File: config.mk
export PLATFORM = sky130hd
export DESIGN_NAME = fetch_seq
export DESIGN_NICKNAME = d
export VERILOG_FILES = /design/src/rtl/fetch_pkg.sv /design/src/rtl/pc_unit.sv /design/src/rtl/fetch_seq.sv
export SDC_FILE = /design/constraint.sdc
export NUM_CORES = 1
export LEC_CHECK = 0
export ABC_AREA = 1
export BUFFER_PORTS_ARGS = -buffer_cell sky130_fd_sc_hd__buf_2
export CAP_MARGIN = 20
export CELL_PAD_IN_SITES_DETAIL_PLACEMENT = 1
export CELL_PAD_IN_SITES_GLOBAL_PLACEMENT = 2
export CORE_UTILIZATION = 25
export DETAILED_ROUTE_END_ITERATION = 6
export GPL_TIMING_DRIVEN = 1
export PLACE_DENSITY = 0.71
export SLEW_MARGIN = 15
export SYNTH_ARGS = -nofsm -noshare
export SYNTH_HDL_FRONTEND = slang
export SYNTH_SLANG_ARGS = --single-unit
export TNS_END_PERCENT = 50
File: constraint.sdc
create_clock -name clk -period 4.8 [get_ports clk]
set_clock_uncertainty 0.1 [all_clocks]
set_input_delay 0.72 -clock clk [delete_from_list [all_inputs] [get_ports clk]]
set_output_delay 0.72 -clock clk [all_outputs]
set_load 0.01 [all_outputs]
File: src/rtl/fetch_pkg.sv
// Shared types and default constants for the instruction-fetch sequencer.
//   fetch_state_e : sequencer FSM states
//   DefResetPc    : default PC loaded on reset
//   DefHaltOp     : default opcode that stops fetch
//   CountW        : width of the issued-instruction counter
package fetch_pkg;

    typedef enum logic [1:0] {
        StStart,
        StFetch,
        StFlush,
        StHalt
    } fetch_state_e;

    localparam int unsigned DefResetPc = 0;
    localparam logic [15:0] DefHaltOp  = 16'hFFFF;
    localparam int unsigned CountW     = 16;

endpackage

File: src/rtl/pc_unit.sv
// Program counter register with load / increment / hold control.
//   clk, rst_n : clock, asynchronous active-low reset (loads RESET_PC)
//   load       : take target on the next edge (wins over inc)
//   inc        : advance by one, wrapping modulo 2^ADDR_W
//   target     : load value
//   pc         : current program counter
module pc_unit
    import fetch_pkg::*;
#(
    parameter int unsigned          ADDR_W   = 8,
    parameter logic [ADDR_W-1:0]    RESET_PC = ADDR_W'(DefResetPc)
) (
    input  logic              clk,
    input  logic              rst_n,
    input  logic              load,
    input  logic              inc,
    input  logic [ADDR_W-1:0] target,
    output logic [ADDR_W-1:0] pc
);

    logic [ADDR_W-1:0] pc_d, pc_q;

    always_comb begin
        pc_d = pc_q;
        if (load) begin
            pc_d = target;
        end else if (inc) begin
            pc_d = pc_q + ADDR_W'(1);
        end
    end

    always_ff @(posedge clk or negedge rst_n) begin
        if (!rst_n) begin
            pc_q <= RESET_PC;
        end else begin
            pc_q <= pc_d;
        end
    end

    assign pc = pc_q;

endmodule

File: src/rtl/fetch_seq.sv
// Instruction-fetch sequencer: owns the PC, drives the ROM address, registers fetched
// words with a valid strobe, inserts a one-cycle bubble on taken branches, halts on the
// halt opcode until resume, and counts issued instructions (saturating).
//   clk, rst_n          : clock, asynchronous active-low reset
//   en                  : global enable; all state holds when low
//   br, br_target       : taken-branch request and destination
//   resume              : leave the halted state
//   rom_addr, rom_data  : ROM address (== pc) and combinational read data
//   opcode, opcode_valid: registered instruction and its one-cycle issue strobe
//   pc, halted          : current PC, halted status
//   instr_count         : issued-instruction count
module fetch_seq
    import fetch_pkg::*;
#(
    parameter int unsigned       ADDR_W   = 8,
    parameter int unsigned       DATA_W   = 16,
    parameter logic [ADDR_W-1:0] RESET_PC = ADDR_W'(DefResetPc),
    parameter logic [DATA_W-1:0] HALT_OP  = DATA_W'(DefHaltOp)
) (
    input  logic              clk,
    input  logic              rst_n,
    input  logic              en,
    input  logic              br,
    input  logic [ADDR_W-1:0] br_target,
    input  logic              resume,
    output logic [ADDR_W-1:0] rom_addr,
    input  logic [DATA_W-1:0] rom_data,
    output logic [DATA_W-1:0] opcode,
    output logic              opcode_valid,
    output logic [ADDR_W-1:0] pc,
    output logic              halted,
    output logic [CountW-1:0] instr_count
);

    fetch_state_e      state_d, state_q;
    logic [DATA_W-1:0] opcode_d, opcode_q;
    logic              valid_d, valid_q;
    logic              halted_d, halted_q;
    logic [CountW-1:0] count_d, count_q;
    logic              pc_load, pc_inc;

    pc_unit #(
        .ADDR_W   (ADDR_W),
        .RESET_PC (RESET_PC)
    ) u_pc_unit (
        .clk    (clk),
        .rst_n  (rst_n),
        .load   (pc_load),
        .inc    (pc_inc),
        .target (br_target),
        .pc     (pc)
    );

    always_comb begin
        state_d  = state_q;
        opcode_d = opcode_q;
        valid_d  = valid_q;
        halted_d = halted_q;
        count_d  = count_q;
        pc_load  = 1'b0;
        pc_inc   = 1'b0;

        if (en) begin
            // Strobe: only the issuing FETCH branch below raises it again.
            valid_d = 1'b0;
            unique case (state_q)
                StStart: state_d = StFetch;
                StFetch: begin
                    if (br) begin
                        pc_load = 1'b1;
                        state_d = StFlush;
                    end else if (rom_data == HALT_OP) begin
                        // Skip past the halt word so resume continues after it.
                        pc_inc   = 1'b1;
                        halted_d = 1'b1;
                        state_d  = StHalt;
                    end else begin
                        opcode_d = rom_data;
                        valid_d  = 1'b1;
                        pc_inc   = 1'b1;
                        if (count_q != {CountW{1'b1}}) begin
                            count_d = count_q + CountW'(1);
                        end
                    end
                end
                StFlush: state_d = StFetch;
                StHalt: begin
                    if (resume) begin
                        halted_d = 1'b0;
                        state_d  = StFetch;
                    end
                end
                default: state_d = StStart;
            endcase
        end
    end

    always_ff @(posedge clk or negedge rst_n) begin
        if (!rst_n) begin
            state_q  <= StStart;
            opcode_q <= '0;
            valid_q  <= 1'b0;
            halted_q <= 1'b0;
            count_q  <= '0;
        end else begin
            state_q  <= state_d;
            opcode_q <= opcode_d;
            valid_q  <= valid_d;
            halted_q <= halted_d;
            count_q  <= count_d;
        end
    end

    assign rom_addr     = pc;
    assign opcode       = opcode_q;
    assign opcode_valid = valid_q;
    assign halted       = halted_q;
    assign instr_count  = count_q;

endmodule

==> After elaboration in Yosys (flattened, before gate mapping) <==
Cells that the tools add are included.
{ "totals": {"ff_bits": 44, "wordCells": 46, "input_bits": 29, "out_inout_bits": 50} }
{ "classes": {"n_addsub": 2, "mux": 19, "n_eq_ne": 9, "n_reduce_logical": 8, "bitwise_logic": 2} }
{ "ops": {"columns": ["op", "count"], "rows": [
  ["16-bit by 1-bit adder with 16-bit output, second input constant", 1],
  ["16-bit equality test, second input constant", 1],
  ["8-bit two-way mux", 2],
  ["16-bit != test, second input constant", 1],
  ["1-bit two-way mux", 12],
  ["5-bit AND reduction", 2],
  ["8-bit by 1-bit adder with 8-bit output, second input constant", 1],
  ["2-bit two-way mux", 3],
  ["2-bit != test, second input constant", 3],
  ["2-bit one-hot mux with 3 select lines", 1],
  ["2-bit equality test, second input constant", 2],
  ["4-bit AND reduction", 1],
  ["2-bit nonzero test", 2],
  ["3-bit != test, second input constant", 1],
  ["3-bit AND reduction", 1],
  ["2-bit by 1-bit equality test with 1-bit output, second input constant", 1],
  ["2-bit zero test", 1],
  ["1-bit inverter", 2],
  ["1-bit one-hot mux with 2 select lines", 1],
  ["2-bit OR reduction", 1]
]} }

==> Logic depth before layout (Yosys ltp) <==
{ "depth": {"depth_word": 5, "ltp_mapped": 9, "ltp_nobuf": 8} }

==> By module <==
Synthesis repeated with hierarchy kept, for this count alone.
{ "hier_totals": {"hier_cells": 329, "area_unflattened_um2": 2463.6} }
{ "by_module_without_submodules": {"columns": ["mod", "cells_each", "area_per_inst_um2", "instances"], "rows": [
  ["fetch_seq", 267, 1964.4, 1],
  ["pc_unit", 62, 499.2, 1]
]} }

==> Least setup slack after synthesis <==
No wires, ideal clock.
{ "synth_path": {"kind": "input to register", "start": "in br", "end": "reg opcode_q[10] (netlist: opcode[10])", "cell_stages": 8, "slack_ns": 2.930, "arrival_time_ns": 1.654, "setup_time_ns": 0.116, "t_required_ns": 4.584, "cell_sequence": "buf_2 -> inv_2 -> nand2_2 -> nor2_8 -> nand2_2 -> buf_4 -> nand2_1 -> nand2_1"} }
{ "synth_via": {"elab_chain_len": 2} }
{ "synth_lines": {"columns": ["element", "line_no", "rtl"], "rows": [
  ["start: declaration", "fetch_seq.sv:23", "input logic br,"],
  ["1-bit inverter (no line)", null, null],
  ["4-bit AND reduction (no line)", null, null],
  ["end signal: assignment", "fetch_seq.sv:107", "opcode_q <= opcode_d;"],
  ["end: declaration", "fetch_seq.sv:36", "logic [DATA_W-1:0] opcode_d, opcode_q;"]
]} }
Every way passes these cells.
A chain may end at the register's enable or synchronous reset.

==> Final worst setup path <==
{ "layout_path": {"start": "in en", "end": "reg count_q[6] (netlist: instr_count[6])"} }
{ "layout_via": {"elab_chain_len": 1} }
{ "layout_lines": {"columns": ["element", "line_no", "rtl"], "rows": [
  ["start: declaration", "fetch_seq.sv:22", "input logic en,"],
  ["5-bit AND reduction (no line)", null, null],
  ["end signal: assignment", "fetch_seq.sv:110", "count_q <= count_d;"],
  ["end: declaration", "fetch_seq.sv:39", "logic [CountW-1:0] count_d, count_q;"]
]} }
Every way passes these cells.

==> metrics.txt <==
Slew HR=33.96%; Critical Path RT=4.94 ns; Pleak=between 1.5 and 2 nW; clock buffer depth=2; boundary pin count=slightly below 80; GRT overflow=0; placement row count=36; Synth top area share=a little over two fifths; Final min period=2.144 ns; Synth area leaders=dfrtp_1, nand2_1, nor2_1, nand3_1, nand4_1; Worst R2R Start=state_q[1]; Root Driver=clkbuf_8; layout cell share with drive strength beyond 1=between 20% and 30%; Die X=102.3 um; Detail Placement HPWL=5426 um; Worst Tran Pin Value=0.9875 ns; Diodes inserted=0; Core Area=9774 sq um; Syn. warnings=0; clock slew at reported path FFs=around 0.1 ns; vias=2390; R2R depth=5; Die Y=a little over 100 um; setup violators final=0; met1 Usage GRT=18.94%; fin nets=441; Synth top cells by count=nand2_1, dfrtp_1, nor2_1, nand3_1, inv_1; Syn Area/Cell=7.422 sq um; post-synth cell types=30; post-synthesis sequential area ratio=43.76%; Routed Antenna Nets=0; count leader, synth=nand2_1; unrepaired setup endpoints after global routing=false; WHS=0.3883 ns; Max Cap Viol=0; met3 Use GR=2.120%; status=complete, no violations; Top FF cell, synth=dfrtp_1; largest net degree at the start of global routing=45; Syn Inst Count=339; Area growth, synth to finish=22.53%; vias per cell=4.393; Worst VDD drop=155.8 uV; fraction of the cycle the final worst path needs=44.67%; DRC viols=0; post-synth top area cell=dfrtp_1; drt initial violations=91; Post-synth EDFFs=0; first-pass GRT wire length=11850 um; GR peak layer=met2; post-synthesis async set-or-reset flop share=100.0%; Reg-to-Reg End=instr_count[6]; CP Class=input port to register; Worst setup SP type=input port; clk sinks=44; hold path depth=2; cells resized by post-CTS repair=0; #FFs+latches synth=between 40 and 50; Critical Path Fanout Max=24; Worst Setup SP=en; Post-CTS Setup Inserts=0; CTS tree=built; Crit. End Element=register; Fin. Hold Viols=0; Min-Delay Path Class=register to register; GRT Total Usage=between 10% and 20%; max-slew violation count=0; vias in the first global route=2432; Fmax achieved=approximately 470 MHz; final RePlAce weighted congestion=~0.74; Post-Route WL=7328 um; CTS buffer count=5; Critical Path AT=2.28 ns; H-Tree Level Count=2; full die area=10470 sq um; Worst-Skew Late Latency=0.30 ns; total negative slack=0 ns; Post-Syn Area=2516 sq um; DR WL/cell=about 13 um; Post-Syn Nets=370; Initial Util=between 20 and 30%; cts hold-fix bufs=0; PwrDens=475.9 nW/um^2; DR pass1 iterations=4; met2 usage=24.94%; antenna violations before repair=0; Critical Path Sink=instr_count[6]; flop2flop setup slack=between 2 and 3 ns; Buffers on Ports=78
-- state kept, by name, summed over array words and instances (netlist names) --
register,cells
instr_count,16
opcode,16
u_pc_unit.pc,8
state_q,2
halted,1
opcode_valid,1
-- where the power goes --
part	switching (W)	internal (W)	leakage, nW	total (W)
Clock	0.000141	0.000154	0.0541	0.000296
Combinational	0.000336	0.000220	0.999	0.000556
Sequential	0.000120	0.000495	0.559	0.000616
Total	0.000597	0.000870	1.61	0.00147
-- critical path, stage by stage --
cell and delay [ns]:
buf_2 0.25, nand2_2 0.19, nor3_4 0.83, nand3_1 0.17, nand2_1 0.11
-- cell families (layout without fill, tap and decap cells) --
family | Yosys count | count (layout) | share of synthesized area, %
compound gates | 23 | 23 | 4.973
xor+xnor | 5 | 5 | 1.740
fa+ha+maj | 2 | 2 | 0.9944
buf+inv | 37 | 109 | 7.608
flops | 44 | 44 | 43.76
simple gates | 228 | 228 | 40.92
-- worst min path at each step --
stage                    start         end  slack (ns)
floorplan                rst_n      halted        0.32
global placement     opcode[6]   opcode[6]        0.36
detailed placement   opcode[5]   opcode[5]        0.37
CTS                 opcode[13]  opcode[13]        0.39
global route        opcode[15]  opcode[15]        0.42
finish               opcode[6]   opcode[6]        0.39
-- placed cells by master, fill, tap and decap left out, types with 2 or more instances in the layout --
| master | instances |
|---|---|
| a21oi_1 | 3 |
| buf_2 | 78 |
| clkbuf_8 | 5 |
| dfrtp_1 | 44 |
| ha_1 | 2 |
| inv_1 | 19 |
| inv_2 | 3 |
| nand2_1 | 143 |
| nand2_2 | 3 |
| nand3_1 | 21 |
| nand3b_1 | 2 |
| nand4_1 | 14 |
| nor2_1 | 31 |
| nor2_2 | 2 |
| nor2_4 | 3 |
| nor3_1 | 3 |
| o21ai_0 | 15 |
| xor2_1 | 5 |
-- layer usage --
metal / wire length [um] / up-vias
met3: 223 / 8
met1: 3476 / 1118
met4: 84 / 0
li1: - / 1219
met2: 3543 / 45
met5: 0 / -
-- area by class of cell --
class	count	area, sq um
multi-input cells	258	1224
well taps	133	166.4
flip-flops and latches	44	1101
clock inverters	3	42.54
fillers	1275	6691
repair buffers	79	397.9
inverters	22	82.58
clock buffers	5	68.82
-- through the flow --
stage / setup slack (ns) / power [W] / util, % / instances / cell area [sq um]
6_report: 2.656 / 0.001467 / 31.54 / 544 / 3083
4_1_cts: 2.653 / 0.001492 / 31.54 / 544 / 3083
2_1_floorplan: 2.930 / 0.0009803 / - / 339 / 2516
3_5_place_dp: 2.332 / 0.001193 / 30.40 / 536 / 2972
3_3_place_gp: 2.372 / 0.001176 / 30.40 / 536 / 2972
5_1_grt: 2.434 / 0.001598 / 31.54 / 544 / 3083
Note: power is estimated with default switching activity, not from simulation.
